[src/rtl/vga_rect_mover.sv]
// Once-per-frame rectangle animator for the VGA pixel/colour stage.
// Optional colour cycling on wall hits: RECT_MOVER_COLOR_CYCLE_EN.
module vga_rect_mover #(
  parameter logic [9:0] H_VALID    = 10'd640,
  parameter logic [9:0] V_VALID    = 10'd480,
  parameter logic [9:0] RECT_W     = 10'd256,
  parameter logic [9:0] RECT_H     = 10'd64,
  parameter logic [9:0] INIT_X     = 10'd192,
  parameter logic [9:0] INIT_Y     = 10'd208,
  parameter logic [3:0] INIT_COLOR = 4'd0
) (
  input  logic       vga_clk,
  input  logic       sys_rst_n,
  input  logic [9:0] pix_x,
  input  logic [9:0] pix_y,
  input  logic       run,
  input  logic [3:0] step_x,
  input  logic [3:0] step_y,
  output logic [9:0] char_x_start,
  output logic [9:0] char_x_end,
  output logic [9:0] char_y_start,
  output logic [9:0] char_y_end,
  output logic [3:0] char_color,
  output logic       frame_done,
  output logic       bounce
);

  typedef enum logic [1:0] {
    IDLE,
    WAIT,
    MOVE,
    COMMIT
  } state_t;

  localparam logic [10:0] X_MAX =
    {1'b0, H_VALID} - {1'b0, RECT_W};
  localparam logic [10:0] Y_MAX =
    {1'b0, V_VALID} - {1'b0, RECT_H};

  state_t     state;
  logic       fe_lvl;
  logic       fe_lvl_q;
  logic       fe;
  logic       dx_neg;
  logic       dy_neg;
  logic [9:0] x_sh;
  logic [9:0] y_sh;
  logic       dx_sh;
  logic       dy_sh;
  logic       hit_sh;
  logic [11:0] ax;
  logic [11:0] ay;

  // Returns {hit, new_dir_neg, new_pos}; math is 11 bits wide.
  function automatic logic [11:0] axis_next(
    input logic [9:0]  pos,
    input logic        neg,
    input logic [3:0]  step,
    input logic [10:0] lim
  );
    logic [10:0] p;
    logic [10:0] s;
    logic [10:0] sum;
    logic [10:0] dif;
    logic [11:0] r;
    p   = {1'b0, pos};
    s   = {7'd0, step};
    sum = p + s;
    dif = p - s;
    if (step == 4'd0) begin
      r = {1'b0, neg, pos};
    end else if (!neg) begin
      if (sum >= lim) r = {1'b1, 1'b1, lim[9:0]};
      else            r = {1'b0, 1'b0, sum[9:0]};
    end else begin
      if (p <= s) r = {1'b1, 1'b0, 10'd0};
      else        r = {1'b0, 1'b1, dif[9:0]};
    end
    return r;
  endfunction

  assign fe_lvl = (pix_x == H_VALID - 10'd1) &&
                  (pix_y == V_VALID - 10'd1);
  assign fe     = fe_lvl && !fe_lvl_q;

  assign ax = axis_next(char_x_start, dx_neg,
                        step_x, X_MAX);
  assign ay = axis_next(char_y_start, dy_neg,
                        step_y, Y_MAX);

  always_ff @(posedge vga_clk) begin
    if (!sys_rst_n) begin
      state        <= IDLE;
      fe_lvl_q     <= 1'b0;
      char_x_start <= INIT_X;
      char_x_end   <= INIT_X + RECT_W;
      char_y_start <= INIT_Y;
      char_y_end   <= INIT_Y + RECT_H;
      dx_neg       <= 1'b0;
      dy_neg       <= 1'b0;
      x_sh         <= INIT_X;
      y_sh         <= INIT_Y;
      dx_sh        <= 1'b0;
      dy_sh        <= 1'b0;
      hit_sh       <= 1'b0;
      frame_done   <= 1'b0;
      bounce       <= 1'b0;
    end else begin
      fe_lvl_q   <= fe_lvl;
      frame_done <= 1'b0;
      bounce     <= 1'b0;
      unique case (state)
        IDLE: if (run) state <= WAIT;
        WAIT: begin
          if (!run)    state <= IDLE;
          else if (fe) state <= MOVE;
        end
        MOVE: begin
          x_sh   <= ax[9:0];
          dx_sh  <= ax[10];
          y_sh   <= ay[9:0];
          dy_sh  <= ay[10];
          hit_sh <= ax[11] | ay[11];
          state  <= COMMIT;
        end
        COMMIT: begin
          char_x_start <= x_sh;
          char_x_end   <= x_sh + RECT_W;
          char_y_start <= y_sh;
          char_y_end   <= y_sh + RECT_H;
          dx_neg       <= dx_sh;
          dy_neg       <= dy_sh;
          frame_done   <= 1'b1;
          bounce       <= hit_sh;
          state        <= WAIT;
        end
        default: state <= IDLE;
      endcase
    end
  end

`ifdef RECT_MOVER_COLOR_CYCLE_EN
  logic [3:0] col_sh;

  // BLACK (7) is the background colour, so it is never shown.
  function automatic logic [3:0] col_next(
    input logic [3:0] c
  );
    logic [3:0] r;
    if (c == 4'd6)       r = 4'd8;
    else if (c >= 4'd9)  r = 4'd0;
    else                 r = c + 4'd1;
    return r;
  endfunction

  always_ff @(posedge vga_clk) begin
    if (!sys_rst_n) begin
      char_color <= INIT_COLOR;
      col_sh     <= INIT_COLOR;
    end else begin
      if (state == MOVE) begin
        col_sh <= (ax[11] | ay[11]) ?
                  col_next(char_color) : char_color;
      end
      if (state == COMMIT) char_color <= col_sh;
    end
  end
`else
  assign char_color = INIT_COLOR;
`endif

endmodule
[config.mk]
export PLATFORM = sky130hd
export DESIGN_NAME = vga_rect_mover
export DESIGN_NICKNAME = d
export VERILOG_FILES = /design/src/rtl/vga_rect_mover.sv
export SDC_FILE = /design/constraint.sdc
export NUM_CORES = 1
export LEC_CHECK = 0
export CAP_MARGIN = 20
export CORE_MARGIN = 1
export CORE_UTILIZATION = 49
export CTS_BUF_LIST = sky130_fd_sc_hd__clkbuf_4 sky130_fd_sc_hd__clkbuf_8
export DETAILED_ROUTE_END_ITERATION = 16
export PLACE_DENSITY_LB_ADDON = 0.2
export SYNTH_ARGS = -nofsm -noshare
export SYNTH_HDL_FRONTEND = slang
export SYNTH_SLANG_ARGS = --single-unit
[constraint.sdc]
create_clock -name vga_clk -period 3.4 [get_ports vga_clk]
set_clock_uncertainty 0.15 [all_clocks]
set_input_delay 1.02 -clock vga_clk [delete_from_list [all_inputs] [get_ports vga_clk]]
set_output_delay 1.02 -clock vga_clk [all_outputs]
set_load 0.005 [all_outputs]
**Yosys cells after proc, flatten, opt, wreduce, memory -nomap -nowiden**

Index checks and enable logic that the tools add are counted.

- Flip-flop bits (word level): 70
- Bits of input ports: 31
- Logic and storage cells: 54
- Output and inout bits: 46

- Reduce and logical (&&, ||, !) cells: 8
- Bitwise logic cells: 1
- Magnitude comparators: 4
- Muxes and demuxes: 13
- Equal/unequal tests: 7
- $add $sub $neg: 6

Operators with widths:

| operator | number |
|---|---|
| 12-bit 2-to-1 mux | 8 |
| 10-bit by 4-bit adder with 11-bit output | 2 |
| 11-bit by 9-bit >= comparator with 1-bit output, second input constant | 2 |
| 10-bit by 4-bit less-or-equal comparator with 1-bit output | 2 |
| 10-bit by 4-bit subtractor with 10-bit output | 2 |
| 10-bit by 7-bit adder with 10-bit output, second input constant | 1 |
| 10-bit by 9-bit adder with 10-bit output, second input constant | 1 |
| 10-bit == test, second input constant | 1 |
| 10-bit by 9-bit == test with 1-bit output, second input constant | 1 |
| 4-bit zero test | 2 |
| 2-bit case mux with 4 select lines | 1 |
| 2-bit 2-to-1 mux | 3 |
| 2-bit == test, second input constant | 2 |
| 2-bit AND reduction | 2 |
| 3-bit inequality test, second input constant | 1 |
| 2-bit by 1-bit == test with 1-bit output, second input constant | 1 |
| 1-bit logical AND | 2 |
| 2-bit zero test | 1 |
| 2-bit inequality test, second input constant | 1 |
| 1-bit zero test | 1 |
| 1-bit 2-to-1 mux | 1 |
| 1-bit OR | 1 |

**Longest topological paths before layout**

- Depth in word-level cells: 6
- Mapped depth: 13
- Depth with buffers taken out: 12

**Worst setup path before layout**

OpenSTA, ideal clock, no wires.

- Kind: input to register
- Start: input step_y[0]
- End: register y_sh[4]
- Path buffers: 0
- Data required time: 3.105 ns
- Library setup time: 0.145 ns
- Stages: 10
- Slack: -0.046 ns
- Arrival time: 3.151 ns
- Cell sequence: ha_1 > fa_1 > nor3b_2 > nor3_4 > nand4b_4 > xor2_2 > o311ai_4 > nor2_1 > a211oi_2 > o311ai_2

- Word-level cells in the longest chain between the ends: 5
- Elaborated cells on any way between the ends: 9
- Classes of those cells: add/sub: 2; order compare: 2; mux: 4; reduce/logical: 1

Ends and longest elaborated chain:

| what | line | text |
|---|---|---|
| from (decl) | 18 | `input logic [3:0] step_y,` |
| 10-bit by 4-bit adder with 11-bit output | 68 | `sum = p + s;` |
| 11-bit by 9-bit >= comparator with 1-bit output | 73 | `if (sum >= lim) r = {1'b1, 1'b1, lim[9:0]};` |
| 12-bit 2-to-1 mux | 73 |  |
| 12-bit 2-to-1 mux | 72 | `end else if (!neg) begin` |
| 12-bit 2-to-1 mux (*) | 70 | `if (step == 4'd0) begin` |
| to (signal assigned) | 121 | `y_sh <= ay[9:0];` |
| to (decl) | 47 | `logic [9:0] y_sh;` |

Every way passes the cells marked *; elsewhere a longest branch is shown, timed or not.
A chain may end at the register's enable or synchronous reset.

**Worst setup path in the final report**

- Start: input step_y[1]
- End: register y_sh[3]

The elaborated chain is that of the path after synthesis.

==> results.toml <==
[final_layout]
layout-drive-gt1-share_pct = 23.6
area_of_combinational_cells_with_multiple_inputs_um2 = 2750
final_core_utilization_pct = 70.1
insertedDiodeCount = 0
finish.net_count = 640
layout.filler_cells = 633
syn_to_final_growth_pct = 37.7
most-common-layout-cells = "72 x buf_4, 65 x clkdlybuf4s50_1, 56 x dfxtp_1"
layout.cells.most_common = "buf_4"
final-seq-area_um2 = 1120
final_cells = 686

[sta]
timing.final.crit_share_pct = 99.0
pins_over_slew_limit = 0
slew_headroom_pct = 56.8
max_slew.worst_pin.slew_ns = 0.646
timing.final.hold_violations = 0
setup-violations-final = 0
final_period_minus_worst_setup_slack_ns = 3.37
maxClockFrequency_ghz = 0.297

[floorplan]
fp-row-count = 32
placeable_area_um2 = 7770
num_io_pins = 77
floorplan.die_area_um2 = 8430
chip_height_um = 91.8
die_width_um = 91.8
initial_core_utilization_pct = 50.9

[routing]
drt_iter0_markers = 168
route.vias.total = 3980
drt-wirelength-per-cell_um = 16.1
routed_via_density = 5.80
antenna_violating_nets_post_route = 0
drt-pass1-iter-count = 4
drc = 0
routed_wirelength_um = 11100

[yosys]
netlist.area_leader.share_pct = 28.4
synth.avg_cell_area_um2 = 8.27
number_of_library_cell_types_mapped_by_synthesis = 74
most_used_dff_post_synth = "dfxtp_1"
yosysTopAreaCell = "dfxtp_1"
synth-seq-cells = 56
synth_edf_count = 0
netlist_instances = 478
yosys_warnings = 0
synthArstFlopShare_pct = 0
synth_seq_area_share_pct = 28.4
yosys-top-cells-area = "dfxtp_1 28%, ha_1 6.6%, mux2i_1 6.1%, nor2_1 4.4%, buf_4 3.8%"
synth_area_um2 = 3950

[cts]
max-clock-path-buffers = 2
cts_max_level = 2
tritoncts = "yes"
clk_tree_root_cell = "clkbuf_8"
cts.sink_count = 56
cts.clk_slew.worst_paths_ns = 0.10
clock_latency_ns = 0.31
cts_inserted_buffers = 5

[global_route]
largest_net_degree_at_the_start_of_global_routing = 36
antenna_found_initial = 0
track_usage_pct = 25.6
first_pass_grt_wire_length_um = 17900
grt_overflow_total = 0
via_count_of_the_first_global_routing_pass = 3834

[critical_path]
critical_path_arrival_ns = 3.43
worst_path_max_delay_cell = "mux2i_4"
worst-setup-path-type = "input pin to flop"
crit_path_cell_trace = "dlygate4sd2_1 -> buf_4 -> ha_1 -> or2_4 -> o221ai_4 -> a21o_1 -> mux2i_4 -> buf_4 -> o31ai_4 -> nor2_4 -> a22oi_1 -> a31oi_1"
cp-end-kind = "flop"
critPathMaxFanout = 4
timing.critical_path.required_ns = 3.46
critPathLaunchType = "input pin"
path_depth_of_the_worst_reg2reg_path = 11
crit_path_max_incr_delay_ns = 0.29
crit_path_frequent_cell = "buf_4"

[status]
run_status = "finished clean"

[power_and_ir_drop]
pwr_density_cell_nw_per_um2 = 222
leakagePower_nw = 2.11
max-vdd-ir-drop_mv = 0.162

[job]
drv_cap = 0

[worst_hold_path]
worst_hold_path.num_cells = 1
hp-class = "flop to flop"

[placement]
globalplace.congestion = 0.935
numPlacedInstances = 669
numPortBuffers = 72
dpl.hpwl_um = 7850
area by class of cell:
type,instances,share of cell area (%)
Sequential cell,56,20.6
Clock inverter,1,0.161
Inverter,24,1.66
Tap cell,102,2.34
Clock buffer,6,1.52
Multi-Input combinational cell,352,50.4
Timing Repair Buffer,145,23.3
synthesized netlist by cell type, drive strengths merged, types with 3 or more instances:
master / n
mux2i: 26
fa: 4
clkbuf: 21
o21ai: 33
nor3: 8
nand4b: 5
a211oi: 8
nand2: 28
nor2: 47
o31ai: 3
a21oi: 30
o21a: 3
xnor2: 4
o211ai: 3
nor4: 4
nand2b: 7
buf: 28
a221oi: 3
xor2: 4
nand3b: 4
nor3b: 3
o311ai: 3
nand4: 5
nor2b: 11
inv: 24
nand3: 13
ha: 21
o221ai: 5
dfxtp: 56
and3: 4
a21o: 6
or3: 3
a31oi: 16
and2: 5
or4: 3
worst paths after layout:
kind	startpoint	end	slack (ns)
max	step_y[1]	y_sh[3]	0.03
min	char_y_end[6]	char_y_end[6]	0.31
min reg2reg	char_y_end[6]	char_y_end[6]	0.31
max reg2reg	char_x_start[0]	x_sh[4]	0.56
stage by stage:
step	setup WS, ns	total power, mW	hold WS [ns]	instance area [um2]	setup TNS [ns]
floorplan	0.0193	0.749	0.296	3960	0
global placement	-0.524	0.826	0.287	5030	-8.62
detailed placement	-0.573	0.832	0.294	5030	-10.08
CTS	0.00790	1.20	0.316	5240	0
global route	-0.0331	1.26	0.334	5440	-0.0407
finish	0.0344	1.21	0.311	5440	0
where the power goes:
part	leakage [nW]	internal (mW)	switching [mW]
registers	0.452	0.661	0.00456
clock network	0.0473	0.163	0.217
logic	1.61	0.0854	0.0756
total	2.11	0.910	0.297
flip-flops by register name, indices dropped and copies added, names as in the netlist:
name / cells
char_x_start: 10
char_y_start: 10
x_sh: 10
y_sh: 10
char_y_end: 4
char_x_end: 2
state: 2
bounce: 1
dx_neg: 1
dx_sh: 1
dy_neg: 1
dy_sh: 1
fe_lvl_q: 1
frame_done: 1
hit_sh: 1
what timing repair did:
action                     CTS  global route
pin swaps                   14            18
resized for setup           25            32
cloned                       0             0
setup endpoints to repair   20            17
hold buffers                 0             0
buffers inserted             2             8
routing by layer:
metal / vias to the layer above / global-route usage, % / wire, um
met5: - / 0 / 0
met2: 131 / 44.4 / 5600
li1: 1919 / - / -
met3: 26 / 2.57 / 417
met1: 1904 / 32.9 / 4770
met4: 0 / 9.64 / 270
logic make-up after synthesis:
family / synth area share, %
flip-flops: 28.4
buffers and inverters: 8.96
AO/OA/AOI/OAI: 24.3
multiplexers: 6.78
XOR/XNOR: 1.96
adder cells (fa/ha/maj): 8.68
other: 0.0949
AND/OR/NAND/NOR: 20.9
critical path: cells and delay by family:
| family | cells | cell delay, ns |
|---|---|---|
| multiplexers | 1 | 0.29 |
| buffers and inverters | 3 | 0.58 |
| adder cells (fa/ha/maj) | 1 | 0.21 |
| AND/OR/NAND/NOR | 2 | 0.39 |
| AO/OA/AOI/OAI | 5 | 0.92 |
(Power assumes the default switching activity.)
